### src/rtl/riscv_pkg.sv
// Shared definitions for the memory port arbiter: widths, port indices, response register.
package riscv_pkg;

  localparam int unsigned MEM_AW_DEFAULT = 8;

  localparam logic PORT_IF = 1'b0;
  localparam logic PORT_D  = 1'b1;

  typedef struct packed {
    logic valid;
    logic port;
  } resp_t;

endpackage

### src/rtl/mem_port_arbiter_if.sv
// Bundle of the fetch port, data port and shared memory signals of mem_port_arbiter.
interface mem_port_arbiter_if #(
  parameter int unsigned MEM_AW = riscv_pkg::MEM_AW_DEFAULT
);
  logic              if_req;
  logic [31:0]       if_addr;
  logic              if_gnt;
  logic              if_rvalid;
  logic [31:0]       if_rdata;

  logic              d_req;
  logic              d_we;
  logic [31:0]       d_addr;
  logic [31:0]       d_wdata;
  logic              d_gnt;
  logic              d_rvalid;
  logic [31:0]       d_rdata;

  logic              mem_en;
  logic              mem_we;
  logic [MEM_AW-1:0] mem_addr;
  logic [31:0]       mem_wdata;
  logic [31:0]       mem_rdata;

  // Requesters and the memory model sit on the master side.
  modport master (
    output if_req, if_addr, d_req, d_we, d_addr, d_wdata, mem_rdata,
    input  if_gnt, if_rvalid, if_rdata, d_gnt, d_rvalid, d_rdata,
    input  mem_en, mem_we, mem_addr, mem_wdata
  );

  modport slave (
    input  if_req, if_addr, d_req, d_we, d_addr, d_wdata, mem_rdata,
    output if_gnt, if_rvalid, if_rdata, d_gnt, d_rvalid, d_rdata,
    output mem_en, mem_we, mem_addr, mem_wdata
  );

endinterface

### src/rtl/arb_rr_ptr.sv
// Grant selection between fetch and data ports; owns the last_grant pointer.
// ARB_DATA_PRIORITY_EN selects fixed data-port priority instead of round-robin.
module arb_rr_ptr
  import riscv_pkg::*;
(
  input  logic clk,
  input  logic reset,
  input  logic req_if_i,
  input  logic req_d_i,
  output logic gnt_if_o,
  output logic gnt_d_o
);

  logic tie_to_d;

`ifdef ARB_DATA_PRIORITY_EN
  assign tie_to_d = 1'b1;
`else
  logic last_grant_q, last_grant_d;

  always_comb begin
    last_grant_d = last_grant_q;
    if (gnt_if_o) begin
      last_grant_d = PORT_IF;
    end else if (gnt_d_o) begin
      last_grant_d = PORT_D;
    end
  end

  // Reset to the data port so the first tie goes to fetch.
  always_ff @(posedge clk) begin
    if (reset) begin
      last_grant_q <= PORT_D;
    end else begin
      last_grant_q <= last_grant_d;
    end
  end

  assign tie_to_d = (last_grant_q == PORT_IF);
`endif

  always_comb begin
    gnt_if_o = req_if_i & ~(req_d_i & tie_to_d);
    gnt_d_o  = req_d_i & ~(req_if_i & ~tie_to_d);
  end

endmodule

### src/rtl/mem_port_arbiter.sv
// Two-port (fetch/data) arbiter onto a single-cycle-latency shared memory.
// Optional build macro: ARB_DATA_PRIORITY_EN (fixed data priority, see arb_rr_ptr).
module mem_port_arbiter
  import riscv_pkg::*;
#(
  parameter int unsigned MEM_AW = MEM_AW_DEFAULT
) (
  input  logic        clk,
  input  logic        reset,
  mem_port_arbiter_if.slave bus
);

  logic  req_if, req_d;
  logic  gnt_if, gnt_d;
  resp_t resp_q, resp_d;

  // Requests seen during reset are dropped.
  assign req_if = bus.if_req & ~reset;
  assign req_d  = bus.d_req & ~reset;

  arb_rr_ptr u_arb_rr_ptr (
    .clk      (clk),
    .reset    (reset),
    .req_if_i (req_if),
    .req_d_i  (req_d),
    .gnt_if_o (gnt_if),
    .gnt_d_o  (gnt_d)
  );

  always_comb begin
    bus.if_gnt    = gnt_if;
    bus.d_gnt     = gnt_d;
    bus.mem_en    = gnt_if | gnt_d;
    bus.mem_we    = gnt_d & bus.d_we;
    bus.mem_addr  = '0;
    bus.mem_wdata = '0;
    if (gnt_if) begin
      bus.mem_addr = bus.if_addr[MEM_AW+1:2];
    end else if (gnt_d) begin
      bus.mem_addr  = bus.d_addr[MEM_AW+1:2];
      bus.mem_wdata = bus.d_wdata;
    end
  end

  always_comb begin
    resp_d.valid = gnt_if | (gnt_d & ~bus.d_we);
    resp_d.port  = gnt_d ? PORT_D : PORT_IF;
  end

  always_ff @(posedge clk) begin
    if (reset) begin
      resp_q <= '0;
    end else begin
      resp_q <= resp_d;
    end
  end

  // A response landing on a reset cycle is discarded.
  always_comb begin
    bus.if_rvalid = resp_q.valid & ~reset & (resp_q.port == PORT_IF);
    bus.d_rvalid  = resp_q.valid & ~reset & (resp_q.port == PORT_D);
    bus.if_rdata  = bus.if_rvalid ? bus.mem_rdata : '0;
    bus.d_rdata   = bus.d_rvalid ? bus.mem_rdata : '0;
  end

endmodule

### src/flat_wrapper.sv
// flat-port wrapper written by rule: the top's interface ports become plain ports
module mem_port_arbiter_flat import riscv_pkg::*;
#(
  parameter int unsigned MEM_AW = MEM_AW_DEFAULT
)
  (clk, reset, bus_if_req, bus_if_addr, bus_d_req, bus_d_we, bus_d_addr, bus_d_wdata, bus_mem_rdata, bus_if_gnt, bus_if_rvalid, bus_if_rdata, bus_d_gnt, bus_d_rvalid, bus_d_rdata, bus_mem_en, bus_mem_we, bus_mem_addr, bus_mem_wdata);
  mem_port_arbiter_if #(.MEM_AW(MEM_AW)) bus_i ();
  input  logic clk;
  input  logic reset;
  input wire logic [$bits(bus_i.if_req)-1:0] bus_if_req;
  input wire logic [$bits(bus_i.if_addr)-1:0] bus_if_addr;
  input wire logic [$bits(bus_i.d_req)-1:0] bus_d_req;
  input wire logic [$bits(bus_i.d_we)-1:0] bus_d_we;
  input wire logic [$bits(bus_i.d_addr)-1:0] bus_d_addr;
  input wire logic [$bits(bus_i.d_wdata)-1:0] bus_d_wdata;
  input wire logic [$bits(bus_i.mem_rdata)-1:0] bus_mem_rdata;
  output wire logic [$bits(bus_i.if_gnt)-1:0] bus_if_gnt;
  output wire logic [$bits(bus_i.if_rvalid)-1:0] bus_if_rvalid;
  output wire logic [$bits(bus_i.if_rdata)-1:0] bus_if_rdata;
  output wire logic [$bits(bus_i.d_gnt)-1:0] bus_d_gnt;
  output wire logic [$bits(bus_i.d_rvalid)-1:0] bus_d_rvalid;
  output wire logic [$bits(bus_i.d_rdata)-1:0] bus_d_rdata;
  output wire logic [$bits(bus_i.mem_en)-1:0] bus_mem_en;
  output wire logic [$bits(bus_i.mem_we)-1:0] bus_mem_we;
  output wire logic [$bits(bus_i.mem_addr)-1:0] bus_mem_addr;
  output wire logic [$bits(bus_i.mem_wdata)-1:0] bus_mem_wdata;
  assign bus_i.if_req = bus_if_req;
  assign bus_i.if_addr = bus_if_addr;
  assign bus_i.d_req = bus_d_req;
  assign bus_i.d_we = bus_d_we;
  assign bus_i.d_addr = bus_d_addr;
  assign bus_i.d_wdata = bus_d_wdata;
  assign bus_i.mem_rdata = bus_mem_rdata;
  assign bus_if_gnt = bus_i.if_gnt;
  assign bus_if_rvalid = bus_i.if_rvalid;
  assign bus_if_rdata = bus_i.if_rdata;
  assign bus_d_gnt = bus_i.d_gnt;
  assign bus_d_rvalid = bus_i.d_rvalid;
  assign bus_d_rdata = bus_i.d_rdata;
  assign bus_mem_en = bus_i.mem_en;
  assign bus_mem_we = bus_i.mem_we;
  assign bus_mem_addr = bus_i.mem_addr;
  assign bus_mem_wdata = bus_i.mem_wdata;
  mem_port_arbiter #(.MEM_AW(MEM_AW)) u_core (.clk(clk), .reset(reset), .bus(bus_i));
endmodule
### config.mk
export PLATFORM = sky130hd
export DESIGN_NAME = mem_port_arbiter_flat
export DESIGN_NICKNAME = d
export VERILOG_FILES = /design/src/rtl/riscv_pkg.sv /design/src/rtl/mem_port_arbiter_if.sv /design/src/rtl/arb_rr_ptr.sv /design/src/rtl/mem_port_arbiter.sv /design/src/flat_wrapper.sv
export SDC_FILE = /design/constraint.sdc
export NUM_CORES = 1
export LEC_CHECK = 0
export BUFFER_PORTS_ARGS = -buffer_cell sky130_fd_sc_hd__buf_2
export CAP_MARGIN = 20
export CORE_AREA = 2 2 94 96
export CTS_BUF_LIST = sky130_fd_sc_hd__clkbuf_4 sky130_fd_sc_hd__clkbuf_8
export DETAILED_ROUTE_END_ITERATION = 7
export DIE_AREA = 0 0 96 98
export PLACE_DENSITY_LB_ADDON = 0.25
export SLEW_MARGIN = 40
export SYNTH_ARGS = -nofsm -noshare
export SYNTH_HDL_FRONTEND = slang
export SYNTH_SLANG_ARGS = --single-unit
### constraint.sdc
create_clock -name clk -period 2.7 [get_ports clk]
set_input_delay 0.27 -clock clk [delete_from_list [all_inputs] [get_ports clk]]
set_output_delay 0.27 -clock clk [all_outputs]
set_load 0.005 [all_outputs]
# Word-level counts from Yosys, hierarchy flattened
# Index checks and enable logic that the tools add are counted.
# word_totals
regBits	3
latchBits	0
ram_bits	0
rom_bits	0
inputBits	133
out_inout_bits	110
wordCells	32
mem_count	0
# op_classes
n_addsub	0
n_mul	0
div	0
order_cmp	0
n_eq_ne	0
shift	0
n_mux	9
n_bitwise	19
reduce_logical	1
# op_table
op	n
$mux 32	4
$mux 8	2
$and 1x1->1	11
$not 1->1	6
$mux 1	3
$or 1x1->1	2
$reduce_bool 2->1	1

# Depth between registers and ports, before layout
# Gate-level depths: netlist (run 1).
# depth
word_depth	7
mapped_depth	4
ltp_nobuf	3

# Cells and area by module
# Synthesis (run 1) repeated with hierarchy kept, for this count alone.
# unflattened
hier_cells	138
area_unflattened_um2	1026.0
# by_module_without_submodules
mod	instances	cells_per_inst	area_per_inst_um2	seq_area_each_um2
mem_port_arbiter	1	132	972.2	40.0
arb_rr_ptr	1	6	53.8	20.0

# Least setup slack after synthesis (run 1)
# Ideal clock, no wire load.
# synth_path
path_type	flip-flop to output port
startpoint	register u_core.u_arb_rr_ptr.last_grant_q
endpoint	output bus_mem_wdata[21]
arrival_time_ns	1.017
t_required_ns	2.430
slack_ns	1.413
path_stages_with_launch	5
path_buffers	1
cell_sequence	dfxtp_1 a21boi_4 and2b_4 buf_6 and2_1
# synth_between
elab_chain_len	5
elab_cells_between_ends	9
classes_between	2 x mux; 7 x bitwise
# synth_rtl
element	line_no	text
start: declaration	arb_rr_ptr.sv:19	logic last_grant_q, last_grant_d;
start signal: assignment	arb_rr_ptr.sv:35	last_grant_q <= last_grant_d;
$and 1x1->1	arb_rr_ptr.sv:44	gnt_d_o = req_d_i & ~(req_if_i & ~tie_to_d);
$not 1->1	arb_rr_ptr.sv:44	
$and 1x1->1	arb_rr_ptr.sv:44	
named net bus_d_gnt	flat_wrapper.sv:20	output wire logic [$bits(bus_i.d_gnt)-1:0] bus_d_gnt;
$mux 32	mem_port_arbiter.sv:39	end else if (gnt_d) begin
$mux 32	mem_port_arbiter.sv:37	if (gnt_if) begin
end: declaration	flat_wrapper.sv:26	output wire logic [$bits(bus_i.mem_wdata)-1:0] bus_mem_wdata;
# The timed path passes the listed nets, and every way through them passes these cells.

# Worst setup path in the final report (run 1)
# layout_path
startpoint	register u_core.u_arb_rr_ptr.last_grant_q
endpoint	output bus_mem_wdata[7]
# layout_between
elab_chain_len	5
elab_cells_between_ends	9
classes_between	2 x mux; 7 x bitwise
# layout_rtl
element	line_no
$and 1x1->1 / $not 1->1 (equally long branches)	arb_rr_ptr.sv:44, arb_rr_ptr.sv:39
$not 1->1 / $and 1x1->1 (equally long branches)	arb_rr_ptr.sv:44, arb_rr_ptr.sv:43
$and 1x1->1 / $not 1->1 (equally long branches)	arb_rr_ptr.sv:44, arb_rr_ptr.sv:43
$mux 32 / $and 1x1->1 (equally long branches)	mem_port_arbiter.sv:39, arb_rr_ptr.sv:43
$mux 32 (*)	mem_port_arbiter.sv:37
# Mark *: on every way between the ends. The rest lies on a longest branch, timed or not.

==> key figures, run 1 <==
Status
  • Status: finished clean

Floorplan
  • Die area: 9410 µm²
  • Die width: 96 µm
  • Core Box Area: 8470 µm²
  • I/O pins: 243
  • Initial Util: 0.110
  • Row count: 34
  • Chip height: 98 µm

Synthesis
  • Top FF cell, synth: dfxtp_1
  • Synthesized net count: 317
  • Syn Area/Cell: 5.07 µm²
  • Syn. warnings: 0
  • Post-Syn Instances: 184
  • Register bit count reported by yosys: 3
  • Post-synthesis cell area: 933 µm²
  • Part of the Yosys area used for sequential elements: 0.0643
  • Synth async-reset ratio: 0
  • Post-synth cell types: 17
  • Most common cell in the netlist: nor2_1
  • EDFF count, synth: 0
  • Top cells by area, synth: nor2_1 31%, and2_1 22%, nand2_1 14%, a32oi_1 7.5%, dfxtp_1 6.4%
  • Largest area contributor in the netlist: nor2_1
  • Share of the synthesized area in the top cell type: 0.310
  • Post-synth top cells: 77 x nor2_1, 34 x nand2_1, 33 x and2_1, 9 x clkbuf_1, 8 x a32oi_1

Timing
  • Slew Limit Headroom: 0.603
  • TNS Setup: 0 ns
  • RSZ-0062 raised after global routing: false
  • Max frequency: 0.561 GHz
  • Clock skew: 0.000730 ns
  • Final worst path period share: 0.661
  • Hold Violations, Final: 0
  • Count of pins over their slew limit: 0
  • Worst slew pin tran: 0.596 ns
  • Setup violators final: 0
  • Crit path time final: 1.78 ns
  • Worst hold slack: 0.327 ns

Clocking
  • Max clock buf depth: 2
  • Clock net sink count: 3
  • CTS HTree Levels: 1
  • CTS Buf Count: 3
  • # hold bufs at CTS: 0
  • Clock-pin slew on the worst setup and hold paths: 0.03 ns
  • Clk root buf: clkbuf_8
  • CTS tree: built
  • Post-CTS Resized: 0
  • Clock latency on the worst-skew pair: 0.22 ns
  • Post-CTS Setup Inserts: 0

Power and ir drop
  • Worst ir drop on vdd: 82.7 µV
  • Leak pwr: 1.29 nW
  • Power per standard cell area: 198 nW/µm²
  • Clock share of power: 0.355
  • Net Sw Frac: 0.341
  • Psw: 0.136 mW
  • Reg power frac: 0.125
  • Comb pwr share: 0.520
  • Internal Power: 0.262 mW

Cells and area
  • Finished Layout Cells: 474
  • # nets final: 500
  • Fraction of layout cells with a size suffix above 1: 0.555
  • Ant. Diodes: 0
  • Area grow syn2layout: 115%
  • Number of fill cells: 1,000

Placement
  • Count of buffers from port buffering: 194
  • RePlAce Congestion: 0.778
  • Final HPWL DP: 3820 µm
  • Cells after DPL: 470

Setup path
  • Slowest stage delay, CP: 0.38 ns
  • Worst setup SP type: flip-flop
  • Arrival time at the worst endpoint: 1.51 ns
  • Buf+Inv Stages, Crit Path: 1
  • Worst path cell trace: a21boi_4 -> and2b_4 -> and2_1 -> buf_2
  • Slowest CP cell: and2b_4
  • CP Max Fanout: 34
  • WS Path Type: reg -> out
  • Endpoint type of the worst setup path: output pin
  • Cell family with most CP delay: simple AND/OR/NAND/NOR gates
  • WP data required: 2.43 ns

Route
  • Post-DRT Antenna Nets: 0
  • Remaining DRCs: 0
  • DRT Pass-1 Iters: 5
  • DR vias/cell: 3.91
  • Vias: 1,855
  • DR WL/cell: 9.50 µm
  • Drt initial violations: 52
  • WL final: 4500 µm

GRT
  • First-pass GRT wire length: 6400 µm
  • Gr usage total: 0.0818
  • Largest net degree at the start of global routing: 35
  • Grt ovf: 0
  • Antenna violations before repair: 0
  • Vias in the first global route: 1,620

Hold path
  • Hold Crit Class: in -> reg

Job
  • MaxCap Viol Count: 0
==> cell type report <==
type                    instances  area [µm²]  share of cell area
inverters                       1        3.75             0.00187
flip-flops and latches          3        60.1              0.0299
multi-input cells             162         772               0.385
clock buffers                   4        48.8              0.0243
repair buffers                196         986               0.492
well taps                     108         135              0.0674
==> power by group through the flow <==
stage,Combinational (mW),Sequential [mW],Clock (mW)
finish,0.207,0.0496,0.141
global placement,0.209,0.0500,0
CTS,0.211,0.0496,0.145
global route,0.233,0.0499,0.148
floorplan,0.0999,0.0499,0
detailed placement,0.210,0.0502,0
==> state kept, by name (all words and copies together), names as in the netlist <==
name,flops
u_core.u_arb_rr_ptr.last_grant_q,1
u_core.resp_q,2
==> cells in the final DEF (no fill, tap or decap), types with 2 or more instances in the layout <==
cell | synthesis | layout
clkbuf_8 | 0 | 3
or2b_1 | 2 | 2
nand2b_1 | 2 | 2
and2_1 | 33 | 33
nor2_1 | 77 | 77
dfxtp_1 | 3 | 3
nand2_1 | 34 | 34
a32oi_1 | 8 | 8
buf_2 | 6 | 194
buf_4 | 0 | 2
==> through the flow <==
| step | instance area [µm²] | total power, mW | util | worst slack (ns) |
|---|---|---|---|---|
| finish | 2010 | 0.398 | 0.237 | 0.917 |
| global route | 2010 | 0.431 | 0.237 | 0.794 |
| CTS | 2010 | 0.406 | 0.237 | 0.898 |
| detailed placement | 1960 | 0.260 | 0.231 | 0.979 |
| global placement | 1960 | 0.259 | 0.231 | 0.989 |
| floorplan | 933 | 0.150 | - | 1.41 |
==> final timing paths <==
path | from | end | slack [ns] | cells after the start
max | u_core.u_arb_rr_ptr.last_grant_q | bus_mem_wdata[7] | 0.92 | 4
min | bus_d_we | u_core.resp_q[1] | 0.33 | 3
max reg2reg | u_core.u_arb_rr_ptr.last_grant_q | u_core.resp_q[1] | 1.70 | 3
min reg2reg | u_core.u_arb_rr_ptr.last_grant_q | u_core.u_arb_rr_ptr.last_grant_q | 0.58 | 3
==> kinds of logic (layout without fill, tap and decap cells) <==
logic type      after synthesis  count (layout)  synth area share
compound gates               11              11             0.106
buf+inv                      19             201             0.109
flops                         3               3            0.0643
simple gates                151             151             0.721
==> routing by layer <==
metal  GRT usage  part of all wire
met5           0                 0
met4      0.0264             0.017
met3      0.0139              0.12
met2       0.170              0.50
met1      0.0760              0.36
==> worst register-to-register path, cell delays in order (launching register included) <==
cell and delay [ns]:
dfxtp_1 0.34, or2b_1 0.35, nand2_1 0.13, a21oi_1 0.06
No activity file was read; power rests on OpenSTA's default activity.
==> run 2, diff against run 1 <==
Settings changed: ABC_AREA set to 1, CORE_AREA 2 2 94 96 to 2 2 93 95, DIE_AREA 0 0 96 98 to 0 0 95 97.
Clock period 2.7 ns to 1.45 ns, I/O delays scaled along.
==> key figures, run 2 <==
Floorplan
  • Chip height: 97 µm (-1.0%)
  • Row count: 33 (-2.9%)
  • Initial Util: 0.129 (+0.0185)
  • Core Box Area: 8130 µm² (-3.9%)
  • I/O pins: 243 (unchanged)
  • Die area: 9220 µm² (-2.1%)
  • Die width: 95 µm (-1.0%)

Route
  • DRT Pass-1 Iters: 3 (-2)
  • DR vias/cell: 3.57 (-8.7%)
  • DR WL/cell: 8.45 µm (-11%)
  • Remaining DRCs: 0 (unchanged)
  • Post-DRT Antenna Nets: 0 (unchanged)
  • WL final: 4370 µm (-2.9%)
  • Drt initial violations: 36 (-31%)
  • Vias: 1,847 (-0.43%)

Timing
  • Worst slew pin tran: 0.356 ns (-0.240 ns)
  • Clock skew: 0.00302 ns (+0.00229 ns)
  • Worst hold slack: 0.170 ns (-0.157 ns)
  • TNS Setup: 0 ns (unchanged)
  • Count of pins over their slew limit: 0 (unchanged)
  • Setup violators final: 0 (unchanged)
  • Crit path time final: 1.32 ns
  • Hold Violations, Final: 0 (unchanged)
  • Slew Limit Headroom: 0.762 (+0.160)
  • RSZ-0062 raised after global routing: false
  • Max frequency: 0.757 GHz
  • Final worst path period share: 0.911

Hold path
  • Hold Crit Class: in -> reg
  • Hold Path Cell Cnt: 2 (-1)
  • Hold path start: bus_d_we

Status
  • Status: finished clean

Synthesis
  • Syn. warnings: 0 (unchanged)
  • Largest area contributor in the netlist: inv_1
  • Post-synth top cells: 73 x inv_1, 70 x nor2_1, 28 x nor2_2, 16 x nand3_1, 11 x nand2_1
  • Share of the synthesized area in the top cell type: 0.262 (-0.0480)
  • Top FF cell, synth: dfxtp_1
  • EDFF count, synth: 0 (unchanged)
  • Most common cell in the netlist: inv_1
  • Synthesized net count: 353 (+11%)
  • Syn Area/Cell: 4.76 µm² (-6.2%)
  • Part of the Yosys area used for sequential elements: 0.0573 (-0.00700)
  • Post-synthesis cell area: 1050 µm² (+12%)
  • Register bit count reported by yosys: 3 (unchanged)
  • Post-synth cell types: 14 (-3)
  • Top cells by area, synth: inv_1 26%, nor2_1 25%, nor2_2 17%, nand3_1 7.6%, dfxtp_1 5.7%
  • Synth async-reset ratio: 0 (unchanged)
  • Post-Syn Instances: 220 (+20%)

Placement
  • Count of buffers from port buffering: 194 (unchanged)
  • Final HPWL DP: 3820 µm (about the same)
  • RePlAce Congestion: 0.688 (-12%)

Clocking
  • Post-CTS Setup Inserts: 0 (unchanged)
  • Clock-pin slew on the worst setup and hold paths: 0.03 ns (about the same)
  • Max clock buf depth: 2 (unchanged)
  • Clk root buf: clkbuf_8
  • CTS tree: built
  • Clock latency on the worst-skew pair: 0.22 ns (about the same)
  • CTS Buf Count: 3 (unchanged)
  • Post-CTS Resized: 0 (unchanged)
  • CTS HTree Levels: 1 (unchanged)
  • Clock net sink count: 3 (unchanged)
  • # hold bufs at CTS: 0 (unchanged)

GRT
  • Largest net degree at the start of global routing: 37 (+5.7%)
  • Antenna violations before repair: 0 (unchanged)
  • Gr usage total: 0.0808 (-0.00106)
  • First-pass GRT wire length: 6090 µm (-4.8%)
  • Vias in the first global route: 1,473 (-9.1%)
  • Grt ovf: 0 (unchanged)

Cells and area
  • Most common cell after layout, fill and taps aside: buf_2
  • Fraction of layout cells with a size suffix above 1: 0.575 (+0.0206)
  • Multi-input logic area: 637 µm² (-18%)
  • Max reg flops: 2 (unchanged)
  • Ant. Diodes: 0 (unchanged)
  • # nets final: 546 (+9.2%)
  • Area grow syn2layout: 108%
  • Reg area: 60.1 µm² (unchanged)
  • Most frequent cells in the layout: 194 x buf_2, 73 x inv_1, 70 x nor2_1, 28 x nor2_2, 16 x nand3_1
  • Number of fill cells: 914 (-8.6%)
  • Leading registers by flop count: u_core.resp_q x2, u_core.u_arb_rr_ptr.last_grant_q x1
  • Biggest register: u_core.resp_q

Setup path
  • WS Path Type: reg -> out
  • Worst setup SP type: flip-flop
  • Arrival time at the worst endpoint: 1.18 ns (-0.33 ns)
  • Endpoint type of the worst setup path: output pin
  • Critical Path Start: u_core.u_arb_rr_ptr.last_grant_q
  • WP data required: 1.31 ns (-1.12 ns)
  • CP Max Fanout: 36 (+5.9%)
  • Reg2Reg Depth: 4 (+1)
  • Reg2Reg Launch Point: u_core.u_arb_rr_ptr.last_grant_q

Job
  • MaxCap Viol Count: 0 (unchanged)

Power and ir drop
  • Power per standard cell area: 349 nW/µm² (+76%)
  • Worst ir drop on vdd: 157 µV (+90%)
  • Leak pwr: 1.72 nW (+33%)
run 2: worst paths after layout:
| path | to | slack [ns] |
|---|---|---|
| worst max register to register | u_core.resp_q[1] | 0.51 |
| worst max-delay path | bus_mem_en | 0.13 |
| worst min-delay path | u_core.resp_q[1] | 0.17 |
| worst min register to register | u_core.u_arb_rr_ptr.last_grant_q | 0.53 |
run 2: logic make-up after synthesis:
| kind of cell | share of synthesized area |
|---|---|
| compound gates | 0.00956 |
| flops | 0.0573 |
| simple gates | 0.599 |
| buf+inv | 0.335 |
run 2: layout make-up:
class                      count  area share
timing repair buffer         197       0.467
multi-input combinational    133       0.292
inverter                      75       0.131
tap                          105      0.0602
sequential                     3      0.0275
clock buffer                   4      0.0224
run 2: worst max-delay path: stages, from the launching register on:
cell,delay [ns]
dfxtp_1,0.35
nand2_2,0.11
nand2_8,0.27
nand2_1,0.08
buf_2,0.13
run 2: where the power goes:
part	switching [mW]	internal [mW]	leakage (nW)
Clock	0.0561	0.206	0.0262
Sequential	0.00446	0.0890	0.0250
Combinational	0.209	0.197	1.67
Total	0.269	0.492	1.72
run 2: stage by stage:
stage | worst slack (ns) | total power, mW | instances | util | area (µm²)
2_1_floorplan | 0.483 | 0.284 | 220 | - | 1050
3_3_place_gp | 0.267 | 0.505 | 513 | 0.262 | 2130
3_5_place_dp | 0.259 | 0.507 | 513 | 0.262 | 2130
4_1_cts | 0.0950 | 0.778 | 517 | 0.268 | 2180
5_1_grt | 0.0354 | 0.838 | 517 | 0.268 | 2180
6_report | 0.129 | 0.762 | 517 | 0.268 | 2180
run 2: metal layers:
layer	part of all wire	global-route usage	wire, µm
met4	0.0055	0.0134	24
met2	0.52	0.173	2270
met3	0.13	0.0195	573
met1	0.34	0.0727	1510
met5	0	0	0
==> run 3, diff against run 2 <==
Settings changed: CORE_AREA 2 2 93 95 to 2 2 95 97, DIE_AREA 0 0 95 97 to 0 0 97 99, SYNTH_HIERARCHICAL set to 1.
==> key figures, run 3 <==
Setup path
  • CP Max Fanout: 10 (-72%)
  • Cell family with most CP delay: buffers and inverters
  • Buf+Inv Stages, Crit Path: 4 (+3)
  • Worst path cell trace: inv_4 -> a21oi_4 -> buf_6 -> clkbuf_16 -> nor2_1 -> buf_2
  • Arrival time at the worst endpoint: 1.30 ns (+0.12 ns)
  • Slowest CP cell: dfxtp_2
  • Flop2flop setup slack: 0.44 ns (-0.07 ns)
  • Endpoint type of the worst setup path: output pin
  • R2R Path End: u_core/resp_q[1]
  • CP Depth: 6 (+2)
  • WP data required: 1.31 ns (about the same)
  • WS Path Type: reg -> out
  • Reg2Reg Depth: 6 (+2)
  • Worst setup SP type: flip-flop
  • Reg2Reg Launch Point: u_core/u_arb_rr_ptr/last_grant_q
  • Slowest stage delay, CP: 0.34 ns (about the same)

Route
  • DRT Pass-1 Iters: 4 (+1)
  • Vias: 2,048 (+11%)
  • WL final: 6080 µm (+39%)
  • Drt initial violations: 24 (-33%)
  • Remaining DRCs: 0 (unchanged)
  • DR vias/cell: 3.79 (+6.0%)
  • Post-DRT Antenna Nets: 0 (unchanged)
  • DR WL/cell: 11.2 µm (+33%)

Floorplan
  • Initial Util: 0.127 (-0.00130)
  • Die area: 9600 µm² (+4.2%)
  • I/O pins: 243 (unchanged)
  • Die width: 97 µm (+2.1%)
  • Row count: 34 (+3.0%)
  • Chip height: 99 µm (+2.1%)
  • Core Box Area: 8550 µm² (+5.1%)

Placement
  • Count of buffers from port buffering: 194 (unchanged)
  • Final HPWL DP: 3790 µm (-0.75%)
  • RePlAce Congestion: 0.806 (+17%)

GRT
  • Gr usage total: 0.0966 (+0.0158)
  • Grt ovf: 0 (unchanged)
  • Met2 Use GR: 0.204 (+0.0300)
  • GRT met3 Usage: 0.0191 (-0.000321)
  • Met1 Use GR: 0.0957 (+0.0230)
  • Vias in the first global route: 1,758 (+19%)
  • First-pass GRT wire length: 7890 µm (+30%)
  • Largest net degree at the start of global routing: 39 (+5.4%)
  • GRT Max-Usage Layer: met2
  • Antenna violations before repair: 0 (unchanged)

Power and ir drop
  • Worst ir drop on vdd: 129 µV (-18%)
  • Power per standard cell area: 359 nW/µm² (+2.8%)
  • Power, Total: 0.924 mW (+21%)
  • Leak pwr: 1.76 nW (+2.4%)

Cells and area
  • Core Util, Final: 0.301 (+0.0329)
  • # nets final: 567 (+3.8%)
  • Most frequent cells in the layout: 194 x buf_2, 65 x nor2_1, 50 x nand2_1, 40 x inv_1, 33 x nor2_2
  • Fraction of layout cells with a size suffix above 1: 0.624 (+0.0483)
  • Ant. Diodes: 0 (unchanged)
  • Leading registers by flop count: u_core/resp_q x2, u_core/u_arb_rr_ptr/last_grant_q x1
  • Biggest register: u_core/resp_q
  • Area grow syn2layout: 136%
  • Max reg flops: 2 (unchanged)
  • Most common cell after layout, fill and taps aside: buf_2

Synthesis
  • Post-synth cell types: 13 (-1)
  • Post-synth top cells: 70 x nor2_1, 56 x nand2_1, 42 x inv_1, 29 x nor2_2, 10 x buf_2
  • Part of the Yosys area used for sequential elements: 0.0551 (-0.00224)
  • Synthesized net count: 364 (+3.1%)
  • EDFF count, synth: 0 (unchanged)
  • Top FF cell, synth: dfxtp_1
  • Largest area contributor in the netlist: nor2_1
  • Synth async-reset ratio: 0 (unchanged)
  • Top cells by area, synth: nor2_1 24%, nand2_1 19%, nor2_2 17%, inv_1 14%, buf_6 6.2%
  • Register bit count reported by yosys: 3 (unchanged)
  • Most common cell in the netlist: nor2_1
  • Syn. warnings: 6 (+6)
  • Post-Syn Instances: 231 (+5.0%)
  • Share of the synthesized area in the top cell type: 0.241 (-0.0205)
  • Post-synthesis cell area: 1090 µm² (+4.1%)
  • Syn Area/Cell: 4.72 µm² (-0.89%)

Timing
  • Worst slew pin tran: 0.231 ns (-0.125 ns)
  • Crit path time final: 1.45 ns (+0.128 ns)
  • Slew Limit Headroom: 0.846 (+0.0835)
  • Final worst path period share: 1.00 (+0.0886)
  • Count of pins over their slew limit: 0 (unchanged)
  • Clock skew: 0.00132 ns (-0.00170 ns)
  • RSZ-0062 raised after global routing: true
  • Max frequency: 0.690 GHz (-8.9%)
  • Worst hold slack: 0.205 ns (+0.0355 ns)
  • Setup violators final: 0 (unchanged)
  • Hold Violations, Final: 0 (unchanged)

Clocking
  • Clock-pin slew on the worst setup and hold paths: 0.03 ns (about the same)
  • CTS Buf Count: 3 (unchanged)
  • Clock net sink count: 3 (unchanged)
  • Clock latency on the worst-skew pair: 0.22 ns (about the same)
  • Max clock buf depth: 2 (unchanged)
  • CTS HTree Levels: 1 (unchanged)
  • Clk root buf: clkbuf_8
  • CTS tree: built

Job
  • MaxCap Viol Count: 0 (unchanged)

Hold path
  • Hold Path Cell Cnt: 3 (+1)
  • Hold Crit Class: in -> reg
  • WHS Endpoint: u_core/resp_q[1]
  • Hold path start: bus_d_we

Status
  • Status: finished clean
run 3: metrics by stage:
step                TNS [ns]  std cells  setup slack [ns]  cell area [µm²]
CTS                  -0.0176        530           -0.0176             2300
global placement           0        524            0.0307             2180
floorplan                  0        231             0.291             1090
finish                     0        541          0.000541             2570
global route           -1.26        541           -0.0500             2570
detailed placement         0        524            0.0178             2180
run 3: how the worst max path moves through the flow:
stage	end	from	slack [ns]
floorplan	bus_mem_addr[0]	u_core/u_arb_rr_ptr/last_grant_q	0.29
CTS	bus_mem_wdata[11]	u_core/u_arb_rr_ptr/last_grant_q	-0.02
global placement	bus_mem_addr[7]	bus_d_req	0.03
detailed placement	bus_mem_addr[7]	bus_d_req	0.02
global route	bus_mem_wdata[13]	u_core/u_arb_rr_ptr/last_grant_q	-0.05
finish	bus_mem_wdata[25]	u_core/u_arb_rr_ptr/last_grant_q	0.0005
run 3: cell type report:
cell class / count / area (µm²)
Fill cell: 919 / 5980
Timing Repair Buffer: 212 / 1300
Multi-Input combinational cell: 170 / 852
Inverter: 44 / 173
Tap cell: 108 / 135
Sequential cell: 3 / 62.6
Clock buffer: 4 / 48.8
run 3: repair_timing:
item,CTS,global route
hold buffers,0,0
cloned,2,9
setup endpoints to repair,31,69
endpoints found under the hold margin,0,0
gates resized for setup,8,24
setup buffers,0,2
pin swaps,1,7
run 3: cell families after synthesis:
group / after synthesis / share of synthesized area
buf+inv: 60 / 0.259
compound gates: 1 / 0.00459
simple gates: 167 / 0.681
flops: 3 / 0.0551
run 3: layer usage:
metal,vias to the layer above,wire [µm]
met5,-,0
met4,0,28
met3,3,610
met2,134,3320
met1,849,2120
li1,1062,-
run 3: worst register-to-register path, delay by kind of cell, from the launching register on:
family / cells / cell delay [ns]
buffers and inverters: 3 / 0.30
AO/OA/AOI/OAI: 1 / 0.20
flip-flops: 1 / 0.34
AND/OR/NAND/NOR: 2 / 0.11
run 3: power breakdown:
part	internal (mW)	leakage, nW	switching, mW	total [mW]
combinational	0.289	1.71	0.271	0.561
sequential	0.0894	0.0248	0.00960	0.0990
clock	0.206	0.0262	0.0579	0.264
